`src/rtl/instr_cache_refill_ctrl_pkg.sv`:
```
// Shared types and beat-geometry helpers for the instruction cache refill path.
package instr_cache_pkg;

    localparam int unsigned BeatWidth = 64;
    localparam int unsigned BeatBytes = BeatWidth / 8;

    typedef enum logic [1:0] {
        IDLE    = 2'd0,
        REQ     = 2'd1,
        COLLECT = 2'd2,
        WRITE   = 2'd3
    } refill_state_t;

    function automatic int unsigned beatsPerLine(input int unsigned blockBytes);
        return blockBytes / BeatBytes;
    endfunction

    function automatic int unsigned beatIdxWidth(input int unsigned blockBytes);
        return $clog2(blockBytes / BeatBytes);
    endfunction

endpackage

```
`src/rtl/instr_cache_refill_ctrl_if.sv`:
```
// L2 request/response channel between the refill controller and the L2 interface.
interface instr_cache_refill_ctrl_if
    import instr_cache_pkg::*;
#(
    parameter int unsigned AddrWidth = 32
) ();

    logic                 L2Req;
    logic [AddrWidth-1:0] L2Addr;
    logic                 L2Ready;
    logic                 L2Valid;
    logic [BeatWidth-1:0] L2Data;

    modport master (
        output L2Req,
        output L2Addr,
        input  L2Ready,
        input  L2Valid,
        input  L2Data
    );

    modport slave (
        input  L2Req,
        input  L2Addr,
        output L2Ready,
        output L2Valid,
        output L2Data
    );

endinterface

```
`src/rtl/instr_cache_refill_ctrl_line_buf.sv`:
```
// Line buffer: one synchronous write port fed by L2 beats, one asynchronous read port
// that feeds the cache set during the contiguous write burst.
module instr_refill_line_buf
    import instr_cache_pkg::*;
#(
    parameter int unsigned Depth    = 8,
    parameter int unsigned IdxWidth = $clog2(Depth)
) (
    input  logic                 clk,
    input  logic                 we,
    input  logic [IdxWidth-1:0]  wrIdx,
    input  logic [BeatWidth-1:0] wrData,
    input  logic [IdxWidth-1:0]  rdIdx,
    output logic [BeatWidth-1:0] rdData
);

    logic [BeatWidth-1:0] mem [Depth];

    always_ff @(posedge clk) begin : writePort
        if (we) begin
            mem[wrIdx] <= wrData;
        end
    end

    assign rdData = mem[rdIdx];

endmodule

```
`src/rtl/instr_cache_refill_ctrl.sv`:
```
// Instruction cache miss handler: fetches a block from L2 into a gap-tolerant line
// buffer, then streams it into the cache set as one unbroken run of RepEnable cycles.
module instr_cache_refill_ctrl
    import instr_cache_pkg::*;
#(
    parameter int unsigned B         = 64,
    parameter int unsigned AddrWidth = 32
) (
    input  logic                      clk,
    input  logic                      reset,
    input  logic [AddrWidth-1:0]      PCF,
    input  logic                      CacheMiss,
    input  logic                      Redirect,
    instr_cache_refill_ctrl_if.master l2,
    output logic                      RepEnable,
    output logic [BeatWidth-1:0]      RepWord,
    output logic                      RefillAddrSel,
    output logic [AddrWidth-1:0]      RefillAddr,
    output logic                      StallF
);

    localparam int unsigned NB   = beatsPerLine(B);
    localparam int unsigned CntW = beatIdxWidth(B);
    localparam logic [AddrWidth-1:0] OffsetMask = AddrWidth'(B - 1);
    localparam logic [CntW-1:0]      LastIdx    = CntW'(NB - 1);

    refill_state_t        state;
    refill_state_t        stateNext;
    logic [AddrWidth-1:0] missAddr;
    logic                 abortFlag;
    logic [CntW-1:0]      beatCnt;
    logic [CntW-1:0]      wrCnt;
    logic                 l2ReqQ;
    logic                 repEnableQ;
    logic [BeatWidth-1:0] repWordQ;

    logic                 missAccept;
    logic                 l2ReqNext;
    logic                 repEnableNext;
    logic                 bufWe;
    logic [CntW-1:0]      rdIdx;
    logic [BeatWidth-1:0] bufRdData;

    // Redirect wins over a miss in the same cycle: the miss belongs to the wrong path.
    assign missAccept = (state == IDLE) && CacheMiss && !Redirect;

    always_ff @(posedge clk) begin : stateReg
        if (reset) begin
            state <= IDLE;
        end else begin
            state <= stateNext;
        end
    end

    always_comb begin : nextState
        stateNext = state;
        case (state)
            IDLE:    if (missAccept) stateNext = REQ;
            REQ:     if (l2.L2Ready) stateNext = COLLECT;
            COLLECT: if (l2.L2Valid && (beatCnt == LastIdx)) begin
                         stateNext = abortFlag ? IDLE : WRITE;
                     end
            WRITE:   if (wrCnt == LastIdx) stateNext = IDLE;
            default: stateNext = IDLE;
        endcase
    end

    // Outputs are decoded from the next state and registered; the word for the next
    // write cycle is prefetched from the buffer one cycle ahead.
    always_comb begin : outputDecode
        l2ReqNext     = 1'b0;
        repEnableNext = 1'b0;
        bufWe         = 1'b0;
        rdIdx         = wrCnt;
        l2ReqNext     = (stateNext == REQ);
        repEnableNext = (stateNext == WRITE);
        bufWe         = (state == COLLECT) && l2.L2Valid;
        if (state == WRITE) begin
            rdIdx = wrCnt + CntW'(1);
        end
    end

    // Abort only discards the line; the L2 burst is always drained to its last beat.
    always_ff @(posedge clk) begin : datapathRegs
        if (reset) begin
            missAddr   <= '0;
            abortFlag  <= 1'b0;
            beatCnt    <= '0;
            wrCnt      <= '0;
            l2ReqQ     <= 1'b0;
            repEnableQ <= 1'b0;
            repWordQ   <= '0;
        end else begin
            l2ReqQ     <= l2ReqNext;
            repEnableQ <= repEnableNext;
            if (repEnableNext) begin
                repWordQ <= bufRdData;
            end
            if (missAccept) begin
                missAddr  <= PCF & ~OffsetMask;
                abortFlag <= 1'b0;
            end else if (Redirect && ((state == REQ) || (state == COLLECT))) begin
                abortFlag <= 1'b1;
            end
            if (bufWe) begin
                beatCnt <= beatCnt + CntW'(1);
            end
            if (state == WRITE) begin
                wrCnt <= wrCnt + CntW'(1);
            end
        end
    end

    instr_refill_line_buf #(
        .Depth    (NB),
        .IdxWidth (CntW)
    ) lineBuf (
        .clk    (clk),
        .we     (bufWe),
        .wrIdx  (beatCnt),
        .wrData (l2.L2Data),
        .rdIdx  (rdIdx),
        .rdData (bufRdData)
    );

    assign l2.L2Req      = l2ReqQ;
    assign l2.L2Addr     = missAddr;
    assign RepEnable     = repEnableQ;
    assign RefillAddrSel = repEnableQ;
    assign RepWord       = repWordQ;
    assign RefillAddr    = missAddr;
    assign StallF        = (state != IDLE) || (CacheMiss && !Redirect);

endmodule

```
`src/flat_wrapper.sv`:
```
// flat-port wrapper written by rule: the top's interface ports become plain ports
module instr_cache_refill_ctrl_flat import instr_cache_pkg::*;
#(
    parameter int unsigned B         = 64,
    parameter int unsigned AddrWidth = 32
)
  (clk, reset, PCF, CacheMiss, Redirect, RepEnable, RepWord, RefillAddrSel, RefillAddr, StallF, l2_L2Req, l2_L2Addr, l2_L2Ready, l2_L2Valid, l2_L2Data);
  instr_cache_refill_ctrl_if #(.AddrWidth(AddrWidth)) l2_i ();
  input  logic clk;
  input  logic reset;
  input  logic [AddrWidth-1:0] PCF;
  input  logic CacheMiss;
  input  logic Redirect;
  output logic RepEnable;
  output logic [BeatWidth-1:0] RepWord;
  output logic RefillAddrSel;
  output logic [AddrWidth-1:0] RefillAddr;
  output logic StallF;
  output wire logic [$bits(l2_i.L2Req)-1:0] l2_L2Req;
  output wire logic [$bits(l2_i.L2Addr)-1:0] l2_L2Addr;
  input wire logic [$bits(l2_i.L2Ready)-1:0] l2_L2Ready;
  input wire logic [$bits(l2_i.L2Valid)-1:0] l2_L2Valid;
  input wire logic [$bits(l2_i.L2Data)-1:0] l2_L2Data;
  assign l2_L2Req = l2_i.L2Req;
  assign l2_L2Addr = l2_i.L2Addr;
  assign l2_i.L2Ready = l2_L2Ready;
  assign l2_i.L2Valid = l2_L2Valid;
  assign l2_i.L2Data = l2_L2Data;
  instr_cache_refill_ctrl #(.B(B), .AddrWidth(AddrWidth)) u_core (.clk(clk), .reset(reset), .PCF(PCF), .CacheMiss(CacheMiss), .Redirect(Redirect), .l2(l2_i), .RepEnable(RepEnable), .RepWord(RepWord), .RefillAddrSel(RefillAddrSel), .RefillAddr(RefillAddr), .StallF(StallF));
endmodule
```
`config.mk`:
```
export PLATFORM = sky130hd
export DESIGN_NAME = instr_cache_refill_ctrl_flat
export DESIGN_NICKNAME = d
export VERILOG_FILES = /design/src/rtl/instr_cache_refill_ctrl_pkg.sv /design/src/rtl/instr_cache_refill_ctrl_if.sv /design/src/rtl/instr_cache_refill_ctrl_line_buf.sv /design/src/rtl/instr_cache_refill_ctrl.sv /design/src/flat_wrapper.sv
export SDC_FILE = /design/constraint.sdc
export NUM_CORES = 1
export LEC_CHECK = 0
export CORE_MARGIN = 2
export CORE_UTILIZATION = 45
export DETAILED_ROUTE_END_ITERATION = 8
export PLACE_DENSITY = 0.63
export SLEW_MARGIN = 0
export SYNTH_ARGS = -nofsm -noshare
export SYNTH_HDL_FRONTEND = slang
export SYNTH_SLANG_ARGS = --single-unit
```
`constraint.sdc`:
```
create_clock -name clk -period 11.8 [get_ports clk]
set_clock_uncertainty 0.2 [all_clocks]
set_input_delay 2.36 -clock clk [delete_from_list [all_inputs] [get_ports clk]]
set_output_delay 2.36 -clock clk [all_outputs]
set_load 0.1 [all_outputs]
```
==> results of run 1 <==
==> flip-flops by register name, summed over array words and instances, names as in the netlist <==
name                  cells
u_core.lineBuf.mem      512
u_core.l2.L2Req           1
u_core.RefillAddrSel      1
u_core.abortFlag          1
u_core.wrCnt              3
u_core.RefillAddr        26
u_core.state              2
u_core.RepWord           64
u_core.beatCnt            3
==> kinds of logic (layout without fill, tap and decap cells) <==
| family | after synthesis | count (layout) | share of synthesized area (%) |
|---|---|---|---|
| other cells | 1 | 14 | 0.0131 |
| compound gates | 550 | 550 | 13.3 |
| xor+xnor | 2 | 2 | 0.0613 |
| fa+ha+maj | 9 | 9 | 0.394 |
| flops | 613 | 613 | 60.9 |
| buf+inv | 220 | 375 | 4.54 |
| simple gates | 221 | 221 | 4.00 |
| mux | 449 | 449 | 16.8 |
==> cells in the final DEF (no fill, tap or decap), types with 2 or more instances in the layout <==
master           instances
a2111oi_0               54
a2111oi_2               10
a211oi_1               100
a211oi_2                30
a21oi_1                158
a31oi_1                 63
buf_4                   36
bufinv_16                5
clkbuf_1                18
clkbuf_16               71
clkbuf_8                 5
clkdlybuf4s50_1        214
clkinv_1                 8
clkinv_2                12
conb_1                  12
dfxtp_1                100
diode_2                  2
edfxtp_1               512
ha_1                     7
inv_1                    3
mux2_2                 256
mux2i_1                192
nand2_1                 59
nand2b_1                 2
nand2b_4                 2
nand3_1                 67
nor2_1                   4
nor2_4                   4
nor2b_1                 68
nor3_1                   3
nor3_2                   4
o22ai_1                128
==> final timing paths <==
path,from,to,slack [ns],cells after the start
min reg2reg,u_core.RefillAddr[30],u_core.RefillAddr[30],0.28,2
max reg2reg,u_core.state[0],u_core.RepWord[22],7.21,7
max,CacheMiss,StallF,4.86,4
min,u_core.RefillAddr[30],u_core.RefillAddr[30],0.28,2
==> metal layers <==
metal,vias up,global-route usage (%),part of all wire (%)
met2,494,37.1,49
met1,9292,28.1,43
met4,6,6.55,2.1
li1,8404,-,-
met5,-,0,0.059
met3,118,4.03,5.3
==> power breakdown <==
part	leakage (nW)	switching [mW]	internal, mW	total [mW]
Clock	1.07	0.826	1.24	2.07
Combinational	3.25	0.167	0.0578	0.225
Sequential	5.42	0.00711	2.35	2.36
==> cell type report <==
cell class	instances	area (um2)	area share [%]
Tap cell	846	1060	3.19
Multi-Input combinational cell	1243	10100	30.4
Clock buffer	94	1910	5.77
Antenna cell	2	5.00	0.0151
Timing Repair Buffer	251	2430	7.34
Clock inverter	27	256	0.774
Inverter	3	11.3	0.0340
Sequential cell	613	17400	52.5
==> stage by stage <==
stage / setup slack [ns] / instances / hold WS (ns)
floorplan: 2.39 / 2076 / 0.291
global placement: 4.85 / 2956 / 0.263
detailed placement: 4.85 / 2956 / 0.270
CTS: 4.84 / 3077 / 0.280
global route: 4.83 / 3078 / 0.293
finish: 4.86 / 3079 / 0.276
==> tightest hold or removal path: cells and delay by family (launching register included) <==
family,cells,cell delay [ns]
DFF,1,0.32
and+or+nand+nor,1,0.06
AOI/OAI and AO/OA,1,0.05
==> metrics.csv, run 1 <==
stage,metric,value,unit
global_routing,track_usage,21.7,%
setup_path,critical_path.slowest_cell,clkdlybuf4s50_1,
cells_and_area,stdcell_area,33100,um2
synth,yosysUniqueCellTypes,42,
worst_hold_path,hp-class,reg2reg,
sta,slew_violations,0,
synth,ys_top_cells_by_count,"edfxtp_1 (512), mux2_2 (256), mux2i_1 (193)",
detailed_routing,first_iter_violations,1102,
synth,async_flop_share,0,%
floorplan,die_y,256,um
cells_and_area,drive_gt1_share,20.2,%
clocking,htree_levels,3,
detailed_routing,drc_errors,0,
synth,syn-cell-area,28600,um2
power,peakVddDrop,110,uV
setup_path,cp.arrival,4.38,ns
setup_path,end_kind,primary output,
synth,ys_ff_latch,613,
global_routing,grt_max_degree,195,
global_routing,first_global_vias,18600,
placed_design,routabilityCongestion,0.756,
synth,ys_warn_count,0,
floorplan,ios,234,
sta,final.period_utilization,58.8,%
cells_and_area,area_growth,15.9,%
synth,synth-edff-count,512,
detailed_routing,vias,18300,
floorplan,start_util,45.4,%
synth,seq_area_frac_synth,60.9,%
synth,yosysTopAreaCell,edfxtp_1,
sta,layout_min_cycle_time,6.94,ns
power,powerDensity,140,nW/um2
clocking,clkSinkCount,613,
global_routing,grt_pass1_wl,109000,um
synth,synthTopCellsByArea,"edfxtp_1 (54%), mux2_2 (10%), dfxtp_1 (7.1%)",
power,power,4.65,mW
sta,worst_slew_pin_slew,1.15,ns
power,p_leak,9.73,nW
placed_design,placed_area,31000,um2
sta,slew_headroom,23.5,%
synth,synthMostInstantiatedCell,edfxtp_1,
synth,avgSynthCellArea,13.8,um2
setup_path,crit_top_cell,clkdlybuf4s50_1,
floorplan,core_area,63000,um2
setup_path,critPathMaxFanout,2,
global_routing,grt_remaining_overflow,0,
global_routing,antenna_found_initial,5,
setup_path,critPathBufInv,3,
clocking,cts.clk_slew.worst_paths,0.05,ns
placed_design,dpl.hpwl,38200,um
job,maxCapViolations,0,
setup_path,crit_path_start_kind,input port,
cells_and_area,utilization,52.6,%
clocking,post_cts_buffers,0,
clocking,clockBufferDepth,3,
detailed_routing,first_pass_iters,5,
sta,fmax,0.144,GHz
clocking,cts-root-buf,clkbuf_16,
setup_path,max_stage_delay,1.17,ns
synth,ys.flop_type,edfxtp_1,
sta,rsz0062_at_grt,false,
placed_design,portBuffers,215,
detailed_routing,antenna_left,0,
run_status,run_status,"finished, final reports clean",
clocking,cts_buffers,68,
floorplan,rows,92,
detailed_routing,vias_per_cell,5.95,
clocking,cts.repair.resized,0,
clocking,cts_hold_buf,0,
setup_path,path_delay_family,buffers and inverters,
synth,yosysTopAreaCellShare,53.8,%
sta,report.final.setup_viol,0,
cells_and_area,nets,2291,
floorplan,die_x,256,um
clocking,cts_tree,built,
setup_path,worstPathCellList,clkdlybuf4s50_1 > inv_1 > o21ai_0 > clkdlybuf4s50_1,
sta,setup_tns,0,ns
setup_path,required,9.24,ns
floorplan,die_area,65500,um2
detailed_routing,wl_per_cell,23.7,um
setup_path,crit_type,in2out,
synth,synth_cells,2065,
sta,hold_viol_final,0,
clocking,clk_latency,0.60,ns
detailed_routing,totalWireLength,73100,um
cells_and_area,fillers,5191,
Power figures use the tool's default switching activity.
==> run 2, diff against run 1 <==
--- a/config.mk
+++ b/config.mk
@@ -8,7 +8,7 @@
 export CORE_MARGIN = 2
 export CORE_UTILIZATION = 45
 export DETAILED_ROUTE_END_ITERATION = 8
-export PLACE_DENSITY = 0.63
+export PLACE_DENSITY = 0.66
 export SLEW_MARGIN = 0
 export SYNTH_ARGS = -nofsm -noshare
 export SYNTH_HDL_FRONTEND = slang
==> constraint.sdc (replaced) <==
create_clock -name clk -period 5.8 [get_ports clk]
set_clock_uncertainty 0.2 [all_clocks]
set_input_delay 1.16 -clock clk [delete_from_list [all_inputs] [get_ports clk]]
set_output_delay 1.16 -clock clk [all_outputs]
set_load 0.1 [all_outputs]
==> metrics.csv, run 2 (synthesis results as in run 1) <==
stage,metric,value,unit,change
sta,report.final.setup_viol,0,,unchanged
clocking,cts_tree,built,,
sta,worst_slack,1.35,ns,-3.51 ns
power,peakVddDrop,208,uV,+89%
setup_path,required,4.44,ns,-4.80 ns
clocking,cts_buffers,67,,-1.5%
floorplan,die_area,65500,um2,unchanged
sta,worst_slew_pin_slew,1.14,ns,-0.00852 ns
detailed_routing,first_pass_iters,7,,+2
placed_design,dp_cells,2955,,-0.034%
cells_and_area,regMostFlops,u_core.lineBuf.mem,,
sta,hold_viol_final,0,,unchanged
placed_design,portBuffers,215,,unchanged
setup_path,reg2reg_depth,7,,unchanged
global_routing,grt_pass1_wl,109000,um,about the same
power,powerDensity,280,nW/um2,+100%
floorplan,die_x,256,um,unchanged
sta,setup_tns,0,ns,unchanged
clocking,clkSinkCount,613,,unchanged
detailed_routing,drc_errors,0,,unchanged
sta,slew_violations,0,,unchanged
detailed_routing,wl_per_cell,23.5,um,-1.1%
sta,rsz0062_at_grt,false,,
cells_and_area,utilization,52.7,%,+0.068 points
global_routing,track_usage,21.4,%,-0.26 points
clocking,clk_latency,0.61,ns,about the same
cells_and_area,final_common_cell,edfxtp_1,,
clocking,clockBufferDepth,3,,unchanged
global_routing,grt_remaining_overflow,0,,unchanged
floorplan,die_y,256,um,unchanged
sta,slew_headroom,23.8,%,+0.33 points
global_routing,antenna_found_initial,9,,+4
worst_hold_path,hp-start,u_core.RefillAddr[9],,
setup_path,end_kind,primary output,,
cells_and_area,finalNonFillerCells,3078,,-0.032%
global_routing,grt_max_degree,175,,-10%
setup_path,cp.arrival,3.09,ns,-1.29 ns
worst_hold_path,hp-class,reg2reg,,
cells_and_area,fillers,5212,,+0.40%
clocking,cts_hold_buf,0,,unchanged
detailed_routing,totalWireLength,72200,um,-1.2%
power,power,9.30,mW,+100%
power,p_leak,9.72,nW,-0.16%
clocking,cts-root-buf,clkbuf_16,,
floorplan,core_area,63000,um2,unchanged
setup_path,crit_type,in2out,,
setup_path,reg2reg_slack,1.69,ns,-5.52 ns
clocking,post_cts_buffers,0,,unchanged
floorplan,ios,234,,unchanged
detailed_routing,vias,18300,,+0.055%
clocking,cts.repair.resized,0,,unchanged
setup_path,crit_path_start_kind,input port,,
sta,fmax,0.225,GHz,
clocking,htree_levels,3,,unchanged
floorplan,start_util,45.4,%,unchanged
cells_and_area,area_growth,16.1,%,
placed_design,routabilityCongestion,0.790,,+4.4%
placed_design,dp_slack,1.34,ns,-3.51 ns
placed_design,dpl.hpwl,37500,um,-1.9%
setup_path,critPathMaxFanout,2,,unchanged
setup_path,worstReg2RegEnd,u_core.RepWord[25],,
detailed_routing,antenna_left,0,,unchanged
detailed_routing,vias_per_cell,5.95,,about the same
placed_design,placed_area,31100,um2,+0.39%
cells_and_area,drive_gt1_share,20.1,%,-0.090 points
worst_hold_path,holdPathEnd,u_core.RefillAddr[9],,
cells_and_area,largest_register_ffs,512,,unchanged
run_status,run_status,"finished, final reports clean",,
detailed_routing,first_iter_violations,1545,,+40%
floorplan,rows,92,,unchanged
global_routing,first_global_vias,18600,,+0.13%
job,maxCapViolations,0,,unchanged
sta,layout_min_cycle_time,4.45,ns,
sta,final.period_utilization,76.8,%,
cells_and_area,nets,2289,,-0.087%
setup_path,r2r_start,u_core.wrCnt[0],,
sta,holdWs,0.270,ns,-0.00523 ns
cells_and_area,final_cell_mix,"edfxtp_1 (512), mux2_2 (256), clkdlybuf4s50_1 (214)",,
cells_and_area,stdcell_area,33200,um2,+0.13%
clocking,cts.clk_slew.worst_paths,0.05,ns,about the same
worst_hold_path,whs_path_depth,2,,unchanged
==> run 2: critical path, cell delays in order <==
cell	delay, ns
clkdlybuf4s50_1	0.53
inv_1	0.09
o21ai_0	0.15
clkdlybuf4s50_1	1.16
==> run 2: worst max-delay path by stage <==
stage               start                  endpoint  cells after the start
2_1_floorplan  l2_L2Valid  u_core.lineBuf.mem[2][0]                      2
3_3_place_gp    CacheMiss                    StallF                      4
3_5_place_dp    CacheMiss                    StallF                      4
4_1_cts         CacheMiss                    StallF                      4
5_1_grt         CacheMiss                    StallF                      4
6_report        CacheMiss                    StallF                      4
==> run 2: metal layers <==
layer  vias to the layer above  part of all wire (%)  global-route usage, %
met5                         -                  0.14                      0
met4                        16                   2.5                   7.75
met3                       141                   6.0                   4.18
met2                       501                    49                   36.4
met1                      9271                    42                   27.2
li1                       8395                     -                      -
==> run 2: layout make-up <==
class,instances,area (um2),area share (%)
clock inverter,32,239,0.720
timing repair buffer,250,2540,7.65
antenna,1,2.50,0.00754
clock buffer,90,1860,5.59
multi-input combinational,1243,10100,30.4
inverter,3,11.3,0.0339
sequential,613,17400,52.4
tap,846,1060,3.19
==> run 2: power breakdown <==
part / switching, mW / internal, mW / total, mW
sequential: 0.0136 / 4.78 / 4.79
combinational: 0.337 / 0.118 / 0.455
clock: 1.71 / 2.34 / 4.06
==> run 3, diff against run 2 <==
==> constraint.sdc (replaced) <==
create_clock -name clk -period 4 [get_ports clk]
set_clock_uncertainty 0.2 [all_clocks]
set_input_delay 0.8 -clock clk [delete_from_list [all_inputs] [get_ports clk]]
set_output_delay 0.8 -clock clk [all_outputs]
set_load 0.1 [all_outputs]
==> metrics.csv, run 3 (synthesis results as in run 1) <==
stage,metric,value,unit,change
run_status,run_status,"finished, final reports clean",,
power,p_leak,9.91,nW,+2.0%
placed_design,routabilityCongestion,0.784,,-0.70%
floorplan,ios,234,,unchanged
floorplan,die_x,256,um,unchanged
clocking,cts_buffers,66,,-1.5%
floorplan,die_y,256,um,unchanged
setup_path,required,4.30,ns,-0.14 ns
sta,slew_violations,0,,unchanged
cells_and_area,area_growth,17.6,%,
job,maxCapViolations,0,,unchanged
clocking,cts-root-buf,clkbuf_16,,
sta,slew_headroom,27.5,%,+3.7 points
detailed_routing,met3WireLength,3750,um,-14%
detailed_routing,wl_met1,30900,um,+1.2%
sta,worst_slew_pin_slew,1.09,ns,-0.0519 ns
clocking,cts_tree,built,,
sta,final.period_utilization,86.3,%,
sta,layout_min_cycle_time,3.45,ns,
detailed_routing,antenna_left,0,,unchanged
sta,rsz0062_at_grt,false,,
setup_path,worstPathCellList,ha_4 > nand2b_4 > buf_12 > o22ai_1 > a2111oi_0 > a31oi_1 > a211oi_1,,
cells_and_area,nets,2303,,+0.61%
setup_path,r2r_start,u_core.state[0],,
detailed_routing,dr_wl_met2,36100,um,+2.2%
setup_path,end_kind,flop,,
clocking,clk_latency,0.60,ns,about the same
placed_design,dp_slack,0.539,ns,-0.797 ns
sta,fmax,0.290,GHz,
detailed_routing,wl_per_cell,23.5,um,+0.22%
clocking,clockBufferDepth,3,,unchanged
floorplan,die_area,65500,um2,unchanged
setup_path,crit_type,reg2reg,,
floorplan,start_util,45.4,%,unchanged
global_routing,first_global_vias,18500,,-0.43%
global_routing,track_usage,21.5,%,+0.090 points
setup_path,critPathBufInv,1,,-2
detailed_routing,drc_errors,0,,unchanged
placed_design,dpl.hpwl,39700,um,+6.0%
cells_and_area,stdcell_area,33600,um2,+1.3%
detailed_routing,vias,18300,,-0.033%
cells_and_area,regMostFlops,u_core.lineBuf.mem,,
setup_path,reg2reg_slack,0.55,ns,-1.14 ns
cells_and_area,drive_gt1_share,20.9,%,+0.81 points
setup_path,startpoint,u_core.state[0],,
placed_design,placed_area,31400,um2,+1.1%
clocking,clkSinkCount,613,,unchanged
setup_path,cp.arrival,3.75,ns,+0.66 ns
setup_path,worstReg2RegEnd,u_core.RepWord[1],,
detailed_routing,vias_per_cell,5.92,,-0.49%
floorplan,rows,92,,unchanged
clocking,cts.repair.resized,0,,unchanged
worst_hold_path,hp-class,reg2reg,,
sta,report.final.setup_viol,0,,unchanged
placed_design,portBuffers,215,,unchanged
clocking,cts.clk_slew.worst_paths,0.05,ns,about the same
global_routing,grt_pass1_wl,109000,um,about the same
clocking,cts_hold_buf,0,,unchanged
power,peakVddDrop,230,uV,+11%
clocking,post_cts_buffers,0,,unchanged
setup_path,path_delay_family,compound AO/OA/AOI/OAI gates,,
setup_path,critical_path.slowest_cell,a2111oi_0,,
global_routing,grt_max_degree,191,,+9.1%
power,powerDensity,408,nW/um2,+46%
clocking,htree_levels,3,,unchanged
global_routing,grt_remaining_overflow,0,,unchanged
cells_and_area,largest_register_ffs,512,,unchanged
setup_path,cp_num_cells,7,,+3
floorplan,core_area,63000,um2,unchanged
sta,worst_slack,0.547,ns,-0.800 ns
setup_path,crit_path_start_kind,flop,,
setup_path,max_stage_delay,0.66,ns,-0.50 ns
setup_path,critPathMaxFanout,43,,+41
sta,hold_viol_final,0,,unchanged
setup_path,endpoint,u_core.RepWord[1],,
cells_and_area,final_common_cell,edfxtp_1,,
detailed_routing,first_pass_iters,7,,unchanged
global_routing,antenna_found_initial,6,,-3
detailed_routing,highest_layer,met5,,
cells_and_area,final_cell_mix,"edfxtp_1 (512), mux2_2 (256), clkdlybuf4s50_1 (213)",,
setup_path,reg2reg_depth,7,,unchanged
detailed_routing,totalWireLength,72700,um,+0.68%
detailed_routing,first_iter_violations,1106,,-28%
==> run 3: layout make-up <==
class / instances / area, um2
Fill cell: 5096 / 29300
Sequential cell: 613 / 17400
Multi-Input combinational cell: 1243 / 10100
Timing Repair Buffer: 265 / 2850
Clock buffer: 101 / 2020
Tap cell: 846 / 1060
Clock inverter: 20 / 183
Inverter: 3 / 11.3
Antenna cell: 1 / 2.50
==> run 3: where the power goes <==
part           internal [mW]  leakage (nW)  switching, mW  total, mW
sequential              6.93          5.42         0.0207       6.95
clock                   3.68          1.08           2.43       6.11
combinational          0.176          3.41          0.492      0.668
total                   10.8          9.91           2.95       13.7
==> run 3: worst min path at each step <==
stage / depth (start not counted) / startpoint / to / slack [ns]
after floorplan: 2 / u_core.abortFlag / u_core.abortFlag / 0.29
after global placement: 2 / u_core.RefillAddr[9] / u_core.RefillAddr[9] / 0.26
after detailed placement: 2 / u_core.RefillAddr[15] / u_core.RefillAddr[15] / 0.27
after CTS: 2 / u_core.RefillAddr[15] / u_core.RefillAddr[15] / 0.28
after global routing: 2 / u_core.RefillAddr[11] / u_core.RefillAddr[11] / 0.30
final: 2 / u_core.RefillAddr[9] / u_core.RefillAddr[9] / 0.27
==> run 3: per-layer routing <==
layer	vias to the layer above	track usage [%]
met4	10	7.62
met5	-	0
met2	488	36.9
met3	125	3.80
li1	8419	-
met1	9276	27.4
==> run 3: through the flow <==
| stage | hold slack [ns] | power, mW | cells | utilization (%) | TNS [ns] |
|---|---|---|---|---|---|
| 2_1_floorplan | 0.291 | 7.50 | 2076 | - | -112.42 |
| 3_3_place_gp | 0.263 | 7.74 | 2970 | 49.9 | 0 |
| 3_5_place_dp | 0.273 | 7.75 | 2970 | 49.9 | 0 |
| 4_1_cts | 0.281 | 13.9 | 3091 | 53.4 | 0 |
| 5_1_grt | 0.297 | 14.1 | 3092 | 53.4 | 0 |
| 6_report | 0.273 | 13.7 | 3092 | 53.4 | 0 |
==> run 3: tightest hold or removal path: stages, from the launching register on <==
cell and delay (ns):
dfxtp_1 0.31, nand2_1 0.05, a21oi_1 0.06
